===== src/rtl/pipeline_hazard_ctrl_pkg.sv =====
// Shared types and defaults for the pipeline stall/flush sequencer.
// The control bundle and the RUN-priority evaluation live here so every user agrees on them.
package pipeline_hazard_ctrl_pkg;

    localparam int unsigned DEF_REG_ADDR_W  = 3;
    localparam int unsigned DEF_MEM_TIMEOUT = 64;
    localparam int unsigned DEF_CNT_W       = 16;

    typedef enum logic [0:0] {
        StRun,
        StMemWait
    } state_e;

    typedef struct packed {
        logic pc_write;
        logic pr1_write;
        logic pr1_flush;
        logic pr2_write;
        logic pr2_flush;
        logic pr3_write;
        logic pr4_write;
    } hazard_ctl_t;

    localparam hazard_ctl_t CtlHold = '0;
    localparam hazard_ctl_t CtlRun  = '{
        pc_write:  1'b1,
        pr1_write: 1'b1,
        pr1_flush: 1'b0,
        pr2_write: 1'b1,
        pr2_flush: 1'b0,
        pr3_write: 1'b1,
        pr4_write: 1'b1
    };

    // Highest priority first: memory stall, taken branch, load-use bubble, free run.
    function automatic hazard_ctl_t run_eval(input logic mem_stall, input logic branch,
                                             input logic load_use);
        hazard_ctl_t ctl;
        ctl = CtlRun;
        if (mem_stall) begin
            ctl = CtlHold;
        end else if (branch) begin
            ctl.pr1_flush = 1'b1;
            ctl.pr2_flush = 1'b1;
        end else if (load_use) begin
            ctl.pc_write  = 1'b0;
            ctl.pr1_write = 1'b0;
            ctl.pr2_flush = 1'b1;
        end
        return ctl;
    endfunction

endpackage


===== src/rtl/pipeline_hazard_ctrl_if.sv =====
// Hazard inputs from the pipeline stages and the enables/flushes sent back to them.
interface pipeline_hazard_ctrl_if
    import pipeline_hazard_ctrl_pkg::*;
#(
    parameter int unsigned REG_ADDR_W = DEF_REG_ADDR_W,
    parameter int unsigned CNT_W      = DEF_CNT_W
);
    logic [REG_ADDR_W-1:0] id_rs1;
    logic [REG_ADDR_W-1:0] id_rs2;
    logic                  id_use_rs1;
    logic                  id_use_rs2;
    logic                  ex_mem_read;
    logic [REG_ADDR_W-1:0] ex_rd;
    logic                  ex_branch_taken;
    logic                  mem_req;
    logic                  mem_ready;
    logic                  pc_write;
    logic                  pr1_write;
    logic                  pr1_flush;
    logic                  pr2_write;
    logic                  pr2_flush;
    logic                  pr3_write;
    logic                  pr4_write;
    logic [CNT_W-1:0]      stall_count;
    logic                  err_timeout;

    modport master (
        output id_rs1, id_rs2, id_use_rs1, id_use_rs2, ex_mem_read, ex_rd,
               ex_branch_taken, mem_req, mem_ready,
        input  pc_write, pr1_write, pr1_flush, pr2_write, pr2_flush, pr3_write, pr4_write,
               stall_count, err_timeout
    );

    modport slave (
        input  id_rs1, id_rs2, id_use_rs1, id_use_rs2, ex_mem_read, ex_rd,
               ex_branch_taken, mem_req, mem_ready,
        output pc_write, pr1_write, pr1_flush, pr2_write, pr2_flush, pr3_write, pr4_write,
               stall_count, err_timeout
    );
endinterface


===== src/rtl/pipeline_hazard_ctrl_hazard_detect.sv =====
// Combinational load-use comparator; x0 is hardwired zero so it never creates a hazard.
module pipeline_hazard_ctrl_hazard_detect
    import pipeline_hazard_ctrl_pkg::*;
#(
    parameter int unsigned REG_ADDR_W = DEF_REG_ADDR_W
) (
    input  logic [REG_ADDR_W-1:0] id_rs1,
    input  logic [REG_ADDR_W-1:0] id_rs2,
    input  logic                  id_use_rs1,
    input  logic                  id_use_rs2,
    input  logic                  ex_mem_read,
    input  logic [REG_ADDR_W-1:0] ex_rd,
    output logic                  load_use
);
    logic rs1_hit;
    logic rs2_hit;

    assign rs1_hit  = id_use_rs1 && (id_rs1 == ex_rd);
    assign rs2_hit  = id_use_rs2 && (id_rs2 == ex_rd);
    assign load_use = ex_mem_read && (ex_rd != '0) && (rs1_hit || rs2_hit);
endmodule


===== src/rtl/pipeline_hazard_ctrl.sv =====
// Stall/flush sequencer for the 5-stage pipeline: load-use bubbles, branch squash,
// data-memory waits with a remembered branch flush, stall counter and timeout flag.
module pipeline_hazard_ctrl
    import pipeline_hazard_ctrl_pkg::*;
#(
    parameter int unsigned REG_ADDR_W  = DEF_REG_ADDR_W,
    parameter int unsigned MEM_TIMEOUT = DEF_MEM_TIMEOUT,
    parameter int unsigned CNT_W       = DEF_CNT_W
) (
    input logic                  clk,
    input logic                  rst,
    pipeline_hazard_ctrl_if.slave bus
);
    localparam int unsigned WaitW = $clog2(MEM_TIMEOUT) + 1;
    localparam logic [WaitW-1:0] WaitLast = WaitW'(MEM_TIMEOUT - 1);

    state_e           state_q, state_d;
    logic [WaitW-1:0] wait_cnt_q, wait_cnt_d;
    logic [CNT_W-1:0] stall_cnt_q, stall_cnt_d;
    logic             pend_flush_q, pend_flush_d;
    logic             err_q, err_d;
    logic             load_use;
    logic             mem_stall;
    hazard_ctl_t      ctl;

    pipeline_hazard_ctrl_hazard_detect #(
        .REG_ADDR_W(REG_ADDR_W)
    ) u_hazard_detect (
        .id_rs1     (bus.id_rs1),
        .id_rs2     (bus.id_rs2),
        .id_use_rs1 (bus.id_use_rs1),
        .id_use_rs2 (bus.id_use_rs2),
        .ex_mem_read(bus.ex_mem_read),
        .ex_rd      (bus.ex_rd),
        .load_use   (load_use)
    );

    assign mem_stall = bus.mem_req && !bus.mem_ready;

    always_comb begin
        state_d      = state_q;
        wait_cnt_d   = wait_cnt_q;
        stall_cnt_d  = stall_cnt_q;
        pend_flush_d = pend_flush_q;
        err_d        = err_q;
        ctl          = CtlHold;
        if (!rst) begin
            unique case (state_q)
                StRun: begin
                    ctl = run_eval(mem_stall, bus.ex_branch_taken, load_use);
                    if (mem_stall) begin
                        state_d      = StMemWait;
                        pend_flush_d = bus.ex_branch_taken;
                    end
                end
                StMemWait: begin
                    if (mem_stall) begin
                        if (wait_cnt_q == WaitLast) begin
                            err_d = 1'b1;
                        end else begin
                            wait_cnt_d = wait_cnt_q + WaitW'(1);
                        end
                    end else begin
                        // Resume: the frozen EX branch is replayed through the pending flag.
                        ctl          = run_eval(1'b0, bus.ex_branch_taken || pend_flush_q,
                                                load_use);
                        state_d      = StRun;
                        pend_flush_d = 1'b0;
                        wait_cnt_d   = '0;
                    end
                end
                default: state_d = StRun;
            endcase
            // Load-use also drops pc_write, so this covers both counted stall kinds.
            if (!ctl.pc_write && (stall_cnt_q != '1)) begin
                stall_cnt_d = stall_cnt_q + CNT_W'(1);
            end
        end
    end

    always_ff @(posedge clk) begin
        if (rst) begin
            state_q      <= StRun;
            wait_cnt_q   <= '0;
            stall_cnt_q  <= '0;
            pend_flush_q <= 1'b0;
            err_q        <= 1'b0;
        end else begin
            state_q      <= state_d;
            wait_cnt_q   <= wait_cnt_d;
            stall_cnt_q  <= stall_cnt_d;
            pend_flush_q <= pend_flush_d;
            err_q        <= err_d;
        end
    end

    assign bus.pc_write    = ctl.pc_write;
    assign bus.pr1_write   = ctl.pr1_write;
    assign bus.pr1_flush   = ctl.pr1_flush;
    assign bus.pr2_write   = ctl.pr2_write;
    assign bus.pr2_flush   = ctl.pr2_flush;
    assign bus.pr3_write   = ctl.pr3_write;
    assign bus.pr4_write   = ctl.pr4_write;
    assign bus.stall_count = stall_cnt_q;
    assign bus.err_timeout = err_q;
endmodule


===== src/flat_wrapper.sv =====
// flat-port wrapper written by rule: the top's interface ports become plain ports
module pipeline_hazard_ctrl_flat import pipeline_hazard_ctrl_pkg::*;
#(
    parameter int unsigned REG_ADDR_W  = DEF_REG_ADDR_W,
    parameter int unsigned MEM_TIMEOUT = DEF_MEM_TIMEOUT,
    parameter int unsigned CNT_W       = DEF_CNT_W
)
  (clk, rst, bus_id_rs1, bus_id_rs2, bus_id_use_rs1, bus_id_use_rs2, bus_ex_mem_read, bus_ex_rd, bus_ex_branch_taken, bus_mem_req, bus_mem_ready, bus_pc_write, bus_pr1_write, bus_pr1_flush, bus_pr2_write, bus_pr2_flush, bus_pr3_write, bus_pr4_write, bus_stall_count, bus_err_timeout);
  pipeline_hazard_ctrl_if #(.REG_ADDR_W(REG_ADDR_W), .CNT_W(CNT_W)) bus_i ();
  input logic clk;
  input logic rst;
  input wire logic [$bits(bus_i.id_rs1)-1:0] bus_id_rs1;
  input wire logic [$bits(bus_i.id_rs2)-1:0] bus_id_rs2;
  input wire logic [$bits(bus_i.id_use_rs1)-1:0] bus_id_use_rs1;
  input wire logic [$bits(bus_i.id_use_rs2)-1:0] bus_id_use_rs2;
  input wire logic [$bits(bus_i.ex_mem_read)-1:0] bus_ex_mem_read;
  input wire logic [$bits(bus_i.ex_rd)-1:0] bus_ex_rd;
  input wire logic [$bits(bus_i.ex_branch_taken)-1:0] bus_ex_branch_taken;
  input wire logic [$bits(bus_i.mem_req)-1:0] bus_mem_req;
  input wire logic [$bits(bus_i.mem_ready)-1:0] bus_mem_ready;
  output wire logic [$bits(bus_i.pc_write)-1:0] bus_pc_write;
  output wire logic [$bits(bus_i.pr1_write)-1:0] bus_pr1_write;
  output wire logic [$bits(bus_i.pr1_flush)-1:0] bus_pr1_flush;
  output wire logic [$bits(bus_i.pr2_write)-1:0] bus_pr2_write;
  output wire logic [$bits(bus_i.pr2_flush)-1:0] bus_pr2_flush;
  output wire logic [$bits(bus_i.pr3_write)-1:0] bus_pr3_write;
  output wire logic [$bits(bus_i.pr4_write)-1:0] bus_pr4_write;
  output wire logic [$bits(bus_i.stall_count)-1:0] bus_stall_count;
  output wire logic [$bits(bus_i.err_timeout)-1:0] bus_err_timeout;
  assign bus_i.id_rs1 = bus_id_rs1;
  assign bus_i.id_rs2 = bus_id_rs2;
  assign bus_i.id_use_rs1 = bus_id_use_rs1;
  assign bus_i.id_use_rs2 = bus_id_use_rs2;
  assign bus_i.ex_mem_read = bus_ex_mem_read;
  assign bus_i.ex_rd = bus_ex_rd;
  assign bus_i.ex_branch_taken = bus_ex_branch_taken;
  assign bus_i.mem_req = bus_mem_req;
  assign bus_i.mem_ready = bus_mem_ready;
  assign bus_pc_write = bus_i.pc_write;
  assign bus_pr1_write = bus_i.pr1_write;
  assign bus_pr1_flush = bus_i.pr1_flush;
  assign bus_pr2_write = bus_i.pr2_write;
  assign bus_pr2_flush = bus_i.pr2_flush;
  assign bus_pr3_write = bus_i.pr3_write;
  assign bus_pr4_write = bus_i.pr4_write;
  assign bus_stall_count = bus_i.stall_count;
  assign bus_err_timeout = bus_i.err_timeout;
  pipeline_hazard_ctrl #(.REG_ADDR_W(REG_ADDR_W), .MEM_TIMEOUT(MEM_TIMEOUT), .CNT_W(CNT_W)) u_core (.clk(clk), .rst(rst), .bus(bus_i));
endmodule

===== config.mk =====
export PLATFORM = sky130hd
export DESIGN_NAME = pipeline_hazard_ctrl_flat
export DESIGN_NICKNAME = d
export VERILOG_FILES = /design/src/rtl/pipeline_hazard_ctrl_pkg.sv /design/src/rtl/pipeline_hazard_ctrl_if.sv /design/src/rtl/pipeline_hazard_ctrl_hazard_detect.sv /design/src/rtl/pipeline_hazard_ctrl.sv /design/src/flat_wrapper.sv
export SDC_FILE = /design/constraint.sdc
export NUM_CORES = 1
export LEC_CHECK = 0
export ABC_AREA = 1
export CAP_MARGIN = 10
export CORE_UTILIZATION = 40
export CTS_BUF_LIST = sky130_fd_sc_hd__clkbuf_4
export CTS_CLUSTER_SIZE = 25
export DETAILED_ROUTE_END_ITERATION = 12
export HOLD_SLACK_MARGIN = 0.12
export PLACE_DENSITY = 0.72
export REMOVE_ABC_BUFFERS = 1
export SETUP_SLACK_MARGIN = 0.3
export SKIP_LAST_GASP = 1
export SLEW_MARGIN = 25
export SYNTH_ARGS = -nofsm -noshare
export SYNTH_HDL_FRONTEND = slang
export SYNTH_SLANG_ARGS = --single-unit

===== constraint.sdc =====
create_clock -name clk -period 3.8 [get_ports clk]
set_input_delay 0.76 -clock clk [delete_from_list [all_inputs] [get_ports clk]]
set_output_delay 0.76 -clock clk [all_outputs]
set_load 0.01 [all_outputs]

==> flow_summary.yaml, run 1 <==
detailed_routing:
  wl_per_cell_um: 10.7
  top_layer_used: "met4"
  avgViaCountPerCell: 4.85
  vias: 1638
  drt_wl_total_mm: 3.63
  drt-pass1-iter-count: 4
  wl_met2_mm: 1.41
  wl_met1_mm: 1.95
  drt_iter0_drc: 95
  drc: 0
  met3_length_um: 215
  ant_nets: 0
sta:
  hold_viol: 0
  finalSetupTns_ns: 0
  period_minus_slack_ns: 3.21
  fmax_ghz: 0.312
  setup_violations: 0
  max_slew_margin: 0.683
  grt_setup_unrepaired: "false"
  report.final.slew_viol_count: 0
  final.setup_skew_ns: 0.0144
  tightest_slew_ns: 0.470
  finalCritPeriodShare: 0.844
cells_and_area:
  drive_gt1_frac: 0.0625
  antenna-diode-count: 0
  fillers: 417
  fin_nets: 311
  utilization: 0.526
  regArea_um2: 520
  final_cells: 338
  multi_input_area_um2: 978
  area_delta_synth_final_pct: 26.1
global_routing:
  overflow: 0
  antenna_found_initial: 0
  grt_max_degree: 18
  grt_pass1_wl_mm: 6.38
  grt_use_total: 0.186
  grt_pass1_vias: 1443
placement:
  place_congestion: 0.872
  numPortBuffers: 40
  place_hpwl_mm: 2.72
  dp.cells: 335
yosys:
  yosysSeqAreaShare: 0.310
  synth_compound_gate_area_share: 0.114
  synth_common_cells: "nand2_1, inv_1, nand3_1"
  avgSynthCellArea_um2: 6.67
  synth_fa_ha_area_frac: 0.0298
  post_synth_instance_area_um2: 1680
  synth.area.top_cells: "dfxtp_1, nand2_1, nand3_1"
  ys_types: 32
  synth_top_family_by_area: "simple AND/OR/NAND/NOR gates"
  synth_top_cell_by_area: "dfxtp_1"
  synth-simple-area-share: 0.376
  syn_inst: 252
  synth_warnings: 0
  synthXorXnorAreaFrac: 0.0625
  ys.flop_type: "dfxtp_1"
  synth_top_area_frac: 0.310
  synth_edf_count: 0
  synthMuxAreaShare: 0
  yosysMostFrequentCell: "nand2_1"
  synth-seq-cells: 26
  async_flop_share: 0
floorplanning:
  ios: 41
  fp.dieW_um: 66.8
  placementRows: 23
  die_h_um: 66.8
  start_util: 0.417
  dieArea_um2: 4460
  core-area_um2: 4030
cts:
  clk_pin_slew_ns: 0.13
  clockBufferDepth: 2
  cts_setup_buffers: 0
  cts_tree: "done"
  htree_levels: 1
  cts-root-buf: "clkbuf_4"
  cts_buffers: 3
  cts_resized: 0
  numClockSinks: 26
  hold_buffers: 0
  clock_latency_ns: 0.33
critical_path:
  worst_ep_arrival_time_ns: 2.45
  critPathMaxFanout: 8
  start_kind: "input pin"
  path_class: "input pin to output pin"
  end_kind: "output pin"
  required_ns: 3.04
run:
  drv_cap: 0
pwr:
  vdd_drop_max_uv: 126
  powerDensity_nw_per_um2: 225
  leakage_nw: 0.807
hold_path:
  min_path_type: "flip-flop to flip-flop"
status:
  status: "finished clean"
power by group:
part	internal [mW]	switching, mW	leakage, nW	total (mW)
logic	0.0380	0.0395	0.584	0.0775
clock network	0.0373	0.0826	0.0138	0.120
registers	0.276	0.00310	0.210	0.279
total	0.351	0.125	0.807	0.476
path summary, 6_finish.rpt:
check,from,endpoint,slack [ns],cells past startpoint
worst max-delay path,bus_mem_req,bus_pr4_write,0.59,8
worst min-delay path,u_core.wait_cnt_q[6],u_core.wait_cnt_q[6],0.45,2
worst max register to register,u_core.bus.stall_count[0],u_core.bus.stall_count[12],1.91,7
worst min register to register,u_core.wait_cnt_q[6],u_core.wait_cnt_q[6],0.45,2
layout make-up:
type / instances / share of cell area
multi-input cells: 184 / 0.462
clock buffers: 3 / 0.0106
flip-flops and latches: 26 / 0.246
inverters: 34 / 0.0602
repair buffers: 41 / 0.192
well taps: 50 / 0.0295
flip-flops by register name, indices dropped and copies added (netlist names):
name	flops
u_core.bus.err_timeout	1
u_core.pend_flush_q	1
u_core.wait_cnt_q	7
u_core.bus.stall_count	16
u_core.state_q	1
stage by stage:
stage	hold slack (ns)	worst slack (ns)	total power, mW	area [um2]
2_1_floorplan	0.422	1.49	0.320	1630
3_3_place_gp	0.437	0.608	0.362	2100
5_1_grt	0.492	0.404	0.503	2120
6_report	0.453	0.594	0.476	2120
4_1_cts	0.462	0.561	0.484	2120
3_5_place_dp	0.444	0.566	0.363	2100
worst max-delay path: stages:
cell             delay (ns)
clkdlybuf4s50_1        0.45
inv_1                  0.03
nor2_1                 0.20
inv_2                  0.14
ha_1                   0.22
nor2_1                 0.10
nor2_1                 0.07
clkdlybuf4s50_1        0.48
layout by cell type (no fill, tap or decap):
cell type and instances:
xnor2_1 3, ha_1 4, nor3_1 4, clkdlybuf4s50_1 40
nand4_4 1, inv_2 3, inv_1 31, nor2_2 1
o21ai_0 5, nor2_1 26, nand3_1 28, nand4_1 3
nor2_4 1, nand2_4 2, o32ai_1 1, clkbuf_4 3
a211oi_1 1, dfxtp_1 26, nand2_1 64, nor3_4 1
nand3b_1 1, a21boi_1 1, o211a_1 1, o21bai_1 2
xor2_1 9, buf_4 1, nor3_2 1, nand3_2 2
a21oi_2 2, a21oi_1 20
metal layers:
layer  global-route usage  vias up
met3               0.0274        5
met1                0.272      708
met4               0.0771        0
met2                0.264       43
li1                     -      882
met5                    0        -
cell families (layout without fill, tap and decap cells):
group / count (synthesis) / after routing
AOI/OAI and AO/OA: 33 / 33
xor gates and xnor gates: 12 / 12
buffers and inverters: 42 / 78
adders and majority gates: 4 / 4
DFF: 26 / 26
and+or+nand+nor: 135 / 135
Power figures use the tool's default switching activity.
==> run 2: changes to the inputs <==
- PLACE_DENSITY: 0.72 -> 0.74
- clock period: 3.8 -> 2.6 ns (I/O delays scaled with it)
==> run 2 against run 1 <==
  * Clock skew down 0.0052 ns
  * Clock power up 44%
  * Worst setup slack worse by 0.21 ns
  * Sequential share of layout area down 0.65 points
  * Critical path type unchanged
==> flow_summary.yaml, run 2 (same netlist as run 1, synthesis figures left out) <==
status:
  status: "finished clean"
cells_and_area:
  fin_nets: 319
  area_delta_synth_final_pct: 29.6
  fillers: 427
  antenna-diode-count: 0
  largest_reg_flops: 16
  drive_gt1_frac: 0.139
  layout_common_cells: "nand2_1, inv_1, nand3_1, clkdlybuf4s50_1, dfxtp_1"
  final_common_cell: "nand2_1"
  stdcell_area_um2: 2180
placement:
  place_area_um2: 2140
  place_congestion: 0.876
  numPortBuffers: 40
  place_ws_ns: -0.105
  place_hpwl_mm: 2.84
pwr:
  powerDensity_nw_per_um2: 322
  vdd_drop_max_uv: 197
  leakage_nw: 0.883
cts:
  cts_tree: "done"
  clockBufferDepth: 2
  htree_levels: 1
  cts-root-buf: "clkbuf_4"
  hold_buffers: 0
  numClockSinks: 26
  cts_buffers: 3
  clock_latency_ns: 0.33
  clk_pin_slew_ns: 0.14
floorplanning:
  die_h_um: 66.8
  fp.dieW_um: 66.8
  start_util: 0.417
  placementRows: 23
  core-area_um2: 4030
  dieArea_um2: 4460
  ios: 41
hold_path:
  hold_depth: 2
  hold_start: "u_core.bus.err_timeout"
  min_path_type: "flip-flop to flip-flop"
  hold-path-endpoint: "u_core.bus.err_timeout"
detailed_routing:
  avgViaCountPerCell: 4.97
  drt-pass1-iter-count: 4
  ant_nets: 0
  drc: 0
  drt_wl_total_mm: 3.86
  drt_iter0_drc: 67
  wl_per_cell_um: 11.1
  vias: 1721
critical_path:
  path_cells: "clkdlybuf4s50_1, inv_1, nor2_2, inv_2, ha_2, nor2_4, nor2_2, buf_2"
  required_ns: 2.08
  reg2reg_from: "u_core.bus.stall_count[0]"
  r2r_end: "u_core.bus.stall_count[14]"
  reg2reg_depth: 7
  worst_path_max_delay_cell: "clkdlybuf4s50_1"
  worst_ep_arrival_time_ns: 1.69
  crit_buf_inv: 4
  cpPeakStageDelay_ns: 0.45
  path_class: "input pin to output pin"
  crit_top_cell: "nor2_2"
  rrSetupSlack_ns: 0.69
  critPathMaxFanout: 4
  start_kind: "input pin"
  end_kind: "output pin"
  cp_top_family: "buffers and inverters"
sta:
  finalSetupTns_ns: 0
  finalCritPeriodShare: 0.851
  max_slew_margin: 0.666
  hold_viol: 0
  report.final.slew_viol_count: 0
  grt_setup_unrepaired: "false"
  fmax_ghz: 0.452
  setup_violations: 0
  final.setup_skew_ns: 0.00922
  fin_ws_ns: 0.387
  tightest_slew_ns: 0.496
  period_minus_slack_ns: 2.21
global_routing:
  grt_max_degree: 18
  overflow: 0
  grt_use_total: 0.184
  grt_pass1_vias: 1485
  grt_pass1_wl_mm: 6.40
  antenna_found_initial: 0
run:
  drv_cap: 0
## run 2: final cells by class
| class | instances | area [um2] | share of cell area |
|---|---|---|---|
| Tap cell | 50 | 62.6 | 0.0287 |
| Multi-Input combinational cell | 184 | 1010 | 0.463 |
| Clock buffer | 3 | 22.5 | 0.0103 |
| Sequential cell | 26 | 520 | 0.239 |
| Inverter | 34 | 128 | 0.0586 |
| Timing Repair Buffer | 49 | 437 | 0.201 |
## run 2: routing by layer
| layer | global-route usage | vias to the layer above | share of wire |
|---|---|---|---|
| li1 | - | 901 | - |
| met1 | 0.250 | 758 | 0.49 |
| met2 | 0.299 | 57 | 0.42 |
| met3 | 0.0188 | 5 | 0.075 |
| met4 | 0.0638 | 0 | 0.015 |
| met5 | 0 | - | 0 |
## run 2: what timing repair did
item	CTS	global route
setup buffers	1	1
endpoints found under the setup margin	7	7
cloned	0	0
gates resized for setup	25	16
pin swaps	0	3
## run 2: through the flow
step                      power [mW]  utilization  hold slack [ns]  cells
after floorplan                0.468            -            0.422    244
after global placement         0.535        0.532            0.432    341
after detailed placement       0.538        0.532            0.434    341
after CTS                      0.698        0.535            0.453    345
after global routing           0.731        0.540            0.481    346
final                          0.700        0.540            0.455    346
## run 2: worst min-delay path, stage by stage, from the launching register on
cell and delay (ns):
dfxtp_1 0.33, inv_1 0.05, a21oi_1 0.05
## run 2: worst max-delay path by stage
stage                     cells past startpoint  slack (ns)            end     startpoint
after floorplan                               6        0.77  bus_pr2_write    bus_mem_req
after CTS                                    10        0.23  bus_pr2_flush  bus_id_rs2[2]
after global routing                         11        0.30  bus_pr1_write  bus_id_rs1[0]
after detailed placement                     10       -0.11  bus_pr2_flush   bus_ex_rd[2]
final                                         8        0.39  bus_pr3_write    bus_mem_req
after global placement                       10       -0.08  bus_pr2_flush   bus_ex_rd[2]
## run 2: power breakdown
group / internal, mW / total [mW] / switching [mW]
registers: 0.403 / 0.408 / 0.00489
logic: 0.0555 / 0.119 / 0.0634
clock network: 0.0545 / 0.173 / 0.119
